**config.mk**
```make
export PLATFORM = sky130hd
export DESIGN_NAME = dmem_arbiter_flat
export DESIGN_NICKNAME = d
export VERILOG_FILES = /design/src/rtl/dmem_arbiter_if.sv /design/src/rtl/dmem_arbiter.sv /design/src/flat_wrapper.sv
export SDC_FILE = /design/constraint.sdc
export NUM_CORES = 1
export LEC_CHECK = 0
export BUFFER_PORTS_ARGS = -buffer_cell sky130_fd_sc_hd__buf_2
export CAP_MARGIN = 20
export CORE_AREA = 2 2 235 237
export CTS_CLUSTER_DIAMETER = 30
export DETAILED_ROUTE_END_ITERATION = 10
export DIE_AREA = 0 0 237 239
export PLACE_DENSITY = 0.49
export SKIP_CTS_REPAIR_TIMING = 1
export SYNTH_ARGS = -nofsm -noshare
export SYNTH_HDL_FRONTEND = slang
export SYNTH_SLANG_ARGS = --single-unit
```
**constraint.sdc**
```tcl
create_clock -name clk -period 2.9 [get_ports clk]
set_clock_uncertainty 0.1 [all_clocks]
set_input_delay 0.435 -clock clk [delete_from_list [all_inputs] [get_ports clk]]
set_output_delay 0.435 -clock clk [all_outputs]
set_load 0.1 [all_outputs]
```
**src/rtl/dmem_arbiter_if.sv**
```systemverilog
// Requester-side bundle for dmem_arbiter: request fields flow from the
// requester (master) to the arbiter (slave); grant/response flow back.
interface dmem_arbiter_if #(
  parameter int ADDR_W = 64,
  parameter int DATA_W = 64
);
  logic              req;
  logic              we;
  logic [1:0]        size;
  logic              uns;
  logic [ADDR_W-1:0] addr;
  logic [DATA_W-1:0] wdata;
  logic              gnt;
  logic              rvalid;
  logic [DATA_W-1:0] rdata;
  logic              err;

  modport master (
    output req, we, size, uns, addr, wdata,
    input  gnt, rvalid, rdata, err
  );

  modport slave (
    input  req, we, size, uns, addr, wdata,
    output gnt, rvalid, rdata, err
  );
endinterface

```
**src/rtl/dmem_arbiter.sv**
```systemverilog
// Data-memory arbiter between the core (port c) and debug/DMA (port d).
// Adds byte/half/word loads (sign/zero extended) and read-modify-write
// sub-doubleword stores on top of an aligned 64-bit single-port memory.
// Build option: define DMEM_ARB_FIXED_PRIORITY_EN to make port c always win
// a tie (port d may starve); otherwise ties alternate round-robin.
module dmem_arbiter #(
  parameter int ADDR_W = 64,
  parameter int DATA_W = 64
) (
  input  logic              clk,
  input  logic              rst,
  dmem_arbiter_if.slave     c,
  dmem_arbiter_if.slave     d,
  output logic [ADDR_W-1:0] mem_address,
  output logic [DATA_W-1:0] mem_write_data,
  output logic              mem_write_en,
  output logic              mem_read_en,
  input  logic [DATA_W-1:0] mem_read_data
);

  typedef enum logic [1:0] {IDLE, ACCESS, WRITE, RESP} state_e;
  typedef enum logic {OWN_C, OWN_D} owner_e;

  state_e state, state_n;
  owner_e owner, pick;
  logic   grant;

  logic              sel_we, sel_uns;
  logic [1:0]        sel_size;
  logic [ADDR_W-1:0] sel_addr;
  logic [DATA_W-1:0] sel_wdata;

  logic              r_we, r_uns, r_err;
  logic [1:0]        r_size;
  logic [ADDR_W-1:0] r_addr;
  logic [DATA_W-1:0] r_wdata, rbuf;

  logic              misaligned;
  logic [5:0]        shamt;
  logic [DATA_W-1:0] lane_mask, merged, shifted, load_val;
  logic              resp;

`ifndef DMEM_ARB_FIXED_PRIORITY_EN
  owner_e last;
`endif

  // Arbitration: pick a requester and mux its fields for latching
  always_comb begin
`ifdef DMEM_ARB_FIXED_PRIORITY_EN
    pick = c.req ? OWN_C : OWN_D;
`else
    if (c.req && d.req) pick = (last == OWN_C) ? OWN_D : OWN_C;
    else                pick = c.req ? OWN_C : OWN_D;
`endif
    grant     = (state == IDLE) && (c.req || d.req) && !rst;
    sel_we    = (pick == OWN_C) ? c.we    : d.we;
    sel_uns   = (pick == OWN_C) ? c.uns   : d.uns;
    sel_size  = (pick == OWN_C) ? c.size  : d.size;
    sel_addr  = (pick == OWN_C) ? c.addr  : d.addr;
    sel_wdata = (pick == OWN_C) ? c.wdata : d.wdata;
  end

  // Alignment check, store lane merge and load extraction
  always_comb begin
    shamt = {r_addr[2:0], 3'b000};
    case (r_size)
      2'b00: begin
        misaligned = 1'b0;
        lane_mask  = {{(DATA_W-8){1'b0}}, 8'hFF};
      end
      2'b01: begin
        misaligned = r_addr[0];
        lane_mask  = {{(DATA_W-16){1'b0}}, 16'hFFFF};
      end
      2'b10: begin
        misaligned = |r_addr[1:0];
        lane_mask  = {{(DATA_W-32){1'b0}}, 32'hFFFF_FFFF};
      end
      default: begin
        misaligned = |r_addr[2:0];
        lane_mask  = '1;
      end
    endcase
    merged  = (rbuf & ~(lane_mask << shamt)) | ((r_wdata & lane_mask) << shamt);
    shifted = rbuf >> shamt;
    case (r_size)
      2'b00:   load_val = {{(DATA_W-8){shifted[7] & ~r_uns}}, shifted[7:0]};
      2'b01:   load_val = {{(DATA_W-16){shifted[15] & ~r_uns}}, shifted[15:0]};
      2'b10:   load_val = {{(DATA_W-32){shifted[31] & ~r_uns}}, shifted[31:0]};
      default: load_val = shifted;
    endcase
  end

  // Next-state decode
  always_comb begin
    state_n = state;
    case (state)
      IDLE:    if (c.req || d.req) state_n = ACCESS;
      ACCESS: begin
        if (misaligned || !r_we || (r_size == 2'b11)) state_n = RESP;
        else                                          state_n = WRITE;
      end
      WRITE:   state_n = RESP;
      RESP:    state_n = IDLE;
      default: state_n = IDLE;
    endcase
  end

  // Memory port drive; suppressed under reset so no write lands on the reset edge
  always_comb begin
    mem_address    = '0;
    mem_write_data = '0;
    mem_write_en   = 1'b0;
    mem_read_en    = 1'b0;
    if (!rst) begin
      case (state)
        ACCESS: begin
          mem_address = {r_addr[ADDR_W-1:3], 3'b000};
          if (!misaligned) begin
            if (r_we && (r_size == 2'b11)) begin
              mem_write_en   = 1'b1;
              mem_write_data = r_wdata;
            end else begin
              mem_read_en = 1'b1;
            end
          end
        end
        WRITE: begin
          mem_address    = {r_addr[ADDR_W-1:3], 3'b000};
          mem_write_en   = 1'b1;
          mem_write_data = merged;
        end
        default: ;
      endcase
    end
  end

  // Requester-side grant and response outputs; only the owner sees a response
  always_comb begin
    resp     = (state == RESP) && !rst;
    c.gnt    = grant && (pick == OWN_C);
    d.gnt    = grant && (pick == OWN_D);
    c.rvalid = resp && (owner == OWN_C);
    d.rvalid = resp && (owner == OWN_D);
    c.err    = resp && (owner == OWN_C) && r_err;
    d.err    = resp && (owner == OWN_D) && r_err;
    c.rdata  = (resp && (owner == OWN_C) && !r_we && !r_err) ? load_val : '0;
    d.rdata  = (resp && (owner == OWN_D) && !r_we && !r_err) ? load_val : '0;
  end

  // State register, request latch and read buffer capture
  always_ff @(posedge clk) begin
    if (rst) begin
      state   <= IDLE;
      owner   <= OWN_C;
`ifndef DMEM_ARB_FIXED_PRIORITY_EN
      last    <= OWN_D;
`endif
      r_we    <= 1'b0;
      r_uns   <= 1'b0;
      r_err   <= 1'b0;
      r_size  <= '0;
      r_addr  <= '0;
      r_wdata <= '0;
      rbuf    <= '0;
    end else begin
      state <= state_n;
      if (grant) begin
        owner   <= pick;
`ifndef DMEM_ARB_FIXED_PRIORITY_EN
        last    <= pick;
`endif
        r_we    <= sel_we;
        r_uns   <= sel_uns;
        r_size  <= sel_size;
        r_addr  <= sel_addr;
        r_wdata <= sel_wdata;
      end
      if (state == ACCESS) begin
        r_err <= misaligned;
        if (mem_read_en) rbuf <= mem_read_data;
      end
    end
  end

endmodule

```
**src/flat_wrapper.sv**
```systemverilog
// flat-port wrapper written by rule: the top's interface ports become plain ports
module dmem_arbiter_flat 
#(
  parameter int ADDR_W = 64,
  parameter int DATA_W = 64
)
  (clk, rst, mem_address, mem_write_data, mem_write_en, mem_read_en, mem_read_data, c_req, c_we, c_size, c_uns, c_addr, c_wdata, c_gnt, c_rvalid, c_rdata, c_err, d_req, d_we, d_size, d_uns, d_addr, d_wdata, d_gnt, d_rvalid, d_rdata, d_err);
  dmem_arbiter_if #(.ADDR_W(ADDR_W), .DATA_W(DATA_W)) c_i ();
  dmem_arbiter_if #(.ADDR_W(ADDR_W), .DATA_W(DATA_W)) d_i ();
  input  logic clk;
  input  logic rst;
  output logic [ADDR_W-1:0] mem_address;
  output logic [DATA_W-1:0] mem_write_data;
  output logic mem_write_en;
  output logic mem_read_en;
  input  logic [DATA_W-1:0] mem_read_data;
  input wire logic [$bits(c_i.req)-1:0] c_req;
  input wire logic [$bits(c_i.we)-1:0] c_we;
  input wire logic [$bits(c_i.size)-1:0] c_size;
  input wire logic [$bits(c_i.uns)-1:0] c_uns;
  input wire logic [$bits(c_i.addr)-1:0] c_addr;
  input wire logic [$bits(c_i.wdata)-1:0] c_wdata;
  output wire logic [$bits(c_i.gnt)-1:0] c_gnt;
  output wire logic [$bits(c_i.rvalid)-1:0] c_rvalid;
  output wire logic [$bits(c_i.rdata)-1:0] c_rdata;
  output wire logic [$bits(c_i.err)-1:0] c_err;
  input wire logic [$bits(d_i.req)-1:0] d_req;
  input wire logic [$bits(d_i.we)-1:0] d_we;
  input wire logic [$bits(d_i.size)-1:0] d_size;
  input wire logic [$bits(d_i.uns)-1:0] d_uns;
  input wire logic [$bits(d_i.addr)-1:0] d_addr;
  input wire logic [$bits(d_i.wdata)-1:0] d_wdata;
  output wire logic [$bits(d_i.gnt)-1:0] d_gnt;
  output wire logic [$bits(d_i.rvalid)-1:0] d_rvalid;
  output wire logic [$bits(d_i.rdata)-1:0] d_rdata;
  output wire logic [$bits(d_i.err)-1:0] d_err;
  assign c_i.req = c_req;
  assign c_i.we = c_we;
  assign c_i.size = c_size;
  assign c_i.uns = c_uns;
  assign c_i.addr = c_addr;
  assign c_i.wdata = c_wdata;
  assign c_gnt = c_i.gnt;
  assign c_rvalid = c_i.rvalid;
  assign c_rdata = c_i.rdata;
  assign c_err = c_i.err;
  assign d_i.req = d_req;
  assign d_i.we = d_we;
  assign d_i.size = d_size;
  assign d_i.uns = d_uns;
  assign d_i.addr = d_addr;
  assign d_i.wdata = d_wdata;
  assign d_gnt = d_i.gnt;
  assign d_rvalid = d_i.rvalid;
  assign d_rdata = d_i.rdata;
  assign d_err = d_i.err;
  dmem_arbiter #(.ADDR_W(ADDR_W), .DATA_W(DATA_W)) u_core (.clk(clk), .rst(rst), .c(c_i), .d(d_i), .mem_address(mem_address), .mem_write_data(mem_write_data), .mem_write_en(mem_write_en), .mem_read_en(mem_read_en), .mem_read_data(mem_read_data));
endmodule
```
==> results.md <==
* Status: finished with violations
* Violated checks: design-rule violations, negative hold slack, negative setup slack
* Leak at 10.7 nW
* Vias per cell at 5.63
* Total Power at 20.3 mW
* Clk pwr share at 32.0%
* Cell area after placement at 23700 sq um
* Hold Crit Class: in -> reg
* Vias in the first global route at 17300
* DR iter-0 viols at 1856
* Die Y-Extent at between 200 and 250 um
* Setup violations, final at approximately 190
* Fin. max-slew vios at 0
* Cells after synthesis at 1721
* H-Tree Depth at 2
* Cell variety after synth at 62
* DR pass1 iterations at 11
* Setup repair after global routing missed its margin: yes
* Post-synthesis sequential area ratio at 29.4%
* Port bufs at 592
* Worst Setup Path Type: reg -> out
* Hold_ws at -0.0334 ns
* Proportion of layout cells with a drive suffix above 1 at 52.5%
* Crit. End Element: output port
* CP dominant cell by count: buf_12
* Clock Latency Late Sink at 0.60 ns
* All-Layer GR Usage at around 28%
* Area contributors post-synth: dfxtp_1 (29%), a222oi_1 (10%), nand2_1 (5.4%)
* Placed Cells at 2977
* Vias at 18200
* Internal at 11.5 mW
* Clock-pin slew on the worst setup and hold paths at 0.04 ns
* Syn. warnings at 0
* Net Sw Frac at 43.2%
* Initial antenna violation count at 7
* Worst slew margin at 30.8%
* Cell Area, Synth at 13700 sq um
* Flops & latches, synth at approximately 200
* Total clock sinks at 201
* FFs w/ async S/R, synth at 0%
* CTS tree: done
* Slowest cell on crit path: dfxtp_4
* Min cycle time layout at 3.31 ns
* Worst VDD drop at 0.488 mV
* CTS buffer count at 60
* Max Cap Viol at 0
* Register area at 4040 sq um
* Die area at 56600 sq um
* Fin crit share at 114%
* PwrDens at approximately 720 nW/um^2
* Worst EP arrival at 2.78 ns
* Combinational Power Share at about 45%
* Max frequency at 302 MHz
* Crit-path cells: buf_12 -> mux2_4 -> and3_4 -> a311oi_4 -> o311a_4 -> buf_12 -> clkbuf_16 -> a21oi_4 -> buf_12
* Drt wl/cell at between 20 and 30 um
* DP Worst Slack at -0.0349 ns
* Clk buf depth at 3
* Syn Area/Cell at 7.95 sq um
* Worst setup margin at -0.412 ns
* Root Buffer: clkbuf_16
* DPL Wire Length at around 64 mm
* Non-filler cells, final at 3243
* Nets@finish at 2825
* CP peak stage delay at 0.36 ns
* Worst-margin pin slew at approximately 1.0 ns
* First-pass GRT wire length at 118 mm
* Area of the multi-input gates at 11200 sq um
* Io pins at ~600
* Fill count at 4871
* Worst-path maximum fanout at 8
* Initial Util at 25.2%
* Final GP Congestion at 0.914
* Synth Flop Type: dfxtp_1
* Final Routed Wirelength at between 80 and 90 mm
* Total grt overflow at 0
* Die extent in x at 237 um
* Sw power at 8.75 mW
* DRC Markers at 4
* Core area at 54300 sq um
* Worst setup SP type: flip-flop
* Final ANT Viol Nets at 0
* Number of synthesized flops with an enable pin at 0
* Fin. Hold Viols at 20
* Row count at 86
* Cell family with most CP delay: compound AO/OA/AOI/OAI gates
* Post-synth top area cell: dfxtp_1
* Post-route cell area at 28300 sq um
* Buf/Inv on CP at 4
* Area growth from synthesis to layout at 107%
* Largest net degree at the start of global routing at 100
* Sequential Power Share at 22.6%
* Area share of the largest cell type after synthesis at between 20% and 30%
* Worst path required time at 2.37 ns
-- through the flow --
step	TNS (ns)	utilization, %
floorplan	-21.45	-
global placement	-0.105	43.6
detailed placement	-0.614	43.6
CTS	-114.30	47.4
global route	-78.52	52.2
finish	-61.85	52.2
-- per-layer routing --
layer	wire length [um]	track usage (%)	vias up
met5	0	0	-
met4	3340	10.0	0
met3	7520	6.09	199
met2	41900	47.3	1082
met1	34000	34.6	8921
li1	-	-	8042
-- power groups by stage --
stage          logic, mW  clock network (mW)  registers [mW]
2_1_floorplan       5.38                   0            3.86
6_report            9.21                6.49            4.59
4_1_cts             7.83                6.57            4.51
5_1_grt             9.68                6.73            4.61
3_5_place_dp        7.80                   0            4.54
3_3_place_gp        7.71                   0            4.54
-- final timing paths --
path | from | to | slack, ns | cells past startpoint
worst max register to register | u_core.state[0]$_SDFFE_PP0P_ | u_core.r_wdata[33]$_SDFFE_PP0P_ | 0.18 | 10
worst max-delay path | u_core.r_addr[1]$_SDFFE_PP0P_ | c_rdata[45] | -0.41 | 9
worst min-delay path | mem_read_data[11] | u_core.rbuf[11]$_SDFFE_PP0P_ | -0.03 | 3
worst min register to register | u_core.r_addr[58]$_SDFFE_PP0P_ | u_core.r_addr[58]$_SDFFE_PP0P_ | 0.38 | 2
-- sequential cells by signal, summed over array words and instances (netlist names) --
name / flops
u_core.last: 1
u_core.owner: 1
u_core.r_addr: 64
u_core.r_err: 1
u_core.r_size: 2
u_core.r_uns: 1
u_core.r_wdata: 64
u_core.r_we: 1
u_core.rbuf: 64
u_core.state: 2
-- layout by cell type, fill, tap and decap left out, types with 14 or more instances in the layout --
cell type / instances
a21oi_1: 35
a21oi_4: 103
a222oi_1: 140
a22o_1: 23
a22oi_1: 14
and2_1: 64
buf_12: 277
buf_2: 334
buf_4: 172
buf_6: 19
clkbuf_16: 82
dfxtp_1: 195
dlygate4sd3_1: 65
mux2_2: 25
mux2i_1: 39
mux4_2: 32
nand2_1: 156
nand2_2: 28
nand2b_1: 65
nor2_1: 149
nor2_4: 33
nor2b_1: 19
o21ai_0: 105
o21ai_1: 14
o21ai_4: 28
o2bb2ai_1: 14
-- worst min-delay path: cells and delay by family --
| kind | cells | cell delay (ns) |
|---|---|---|
| simple gates | 1 | 0.04 |
| compound gates | 1 | 0.06 |
| buf+inv | 1 | 0.08 |
-- layout make-up --
| class | instances | share of cell area [%] |
|---|---|---|
| multi-input cells | 1320 | 39.6 |
| clock buffers | 80 | 6.14 |
| clock inverters | 31 | 1.05 |
| diodes | 2 | 0.0177 |
| inverters | 7 | 0.102 |
| repair buffers | 898 | 35.7 |
| well taps | 704 | 3.11 |
| flip-flops and latches | 201 | 14.3 |
-- synth_stat cells (all sizes together) (5+ instances only) --
library cell / n
nand2b: 66
o21a: 12
mux2i: 47
a222oi: 140
nor2b: 26
a22o: 33
nor3: 21
mux4: 32
a221oi: 14
buf: 79
nand3: 6
o211ai: 5
nand2: 198
ha: 5
and2: 71
a211oi: 20
mux2: 26
inv: 7
a21oi: 146
clkbuf: 116
o2bb2ai: 16
a32oi: 5
o21ai: 152
nand3b: 7
nor2: 195
a22oi: 27
a2bb2oi: 13
dfxtp: 201
-- cells by family (layout without fill, tap and decap cells) --
group                      Yosys count  after routing  synth area share, %
buffers and inverters              202           1016                 7.44
and+or+nand+nor                    602            602                 20.4
muxes                              105            105                 10.9
AOI/OAI and AO/OA                  605            605                 31.4
DFF                                201            201                 29.4
other                                1              5               0.0274
adders and majority gates            5              5                0.457
(Power assumes the default switching activity.)
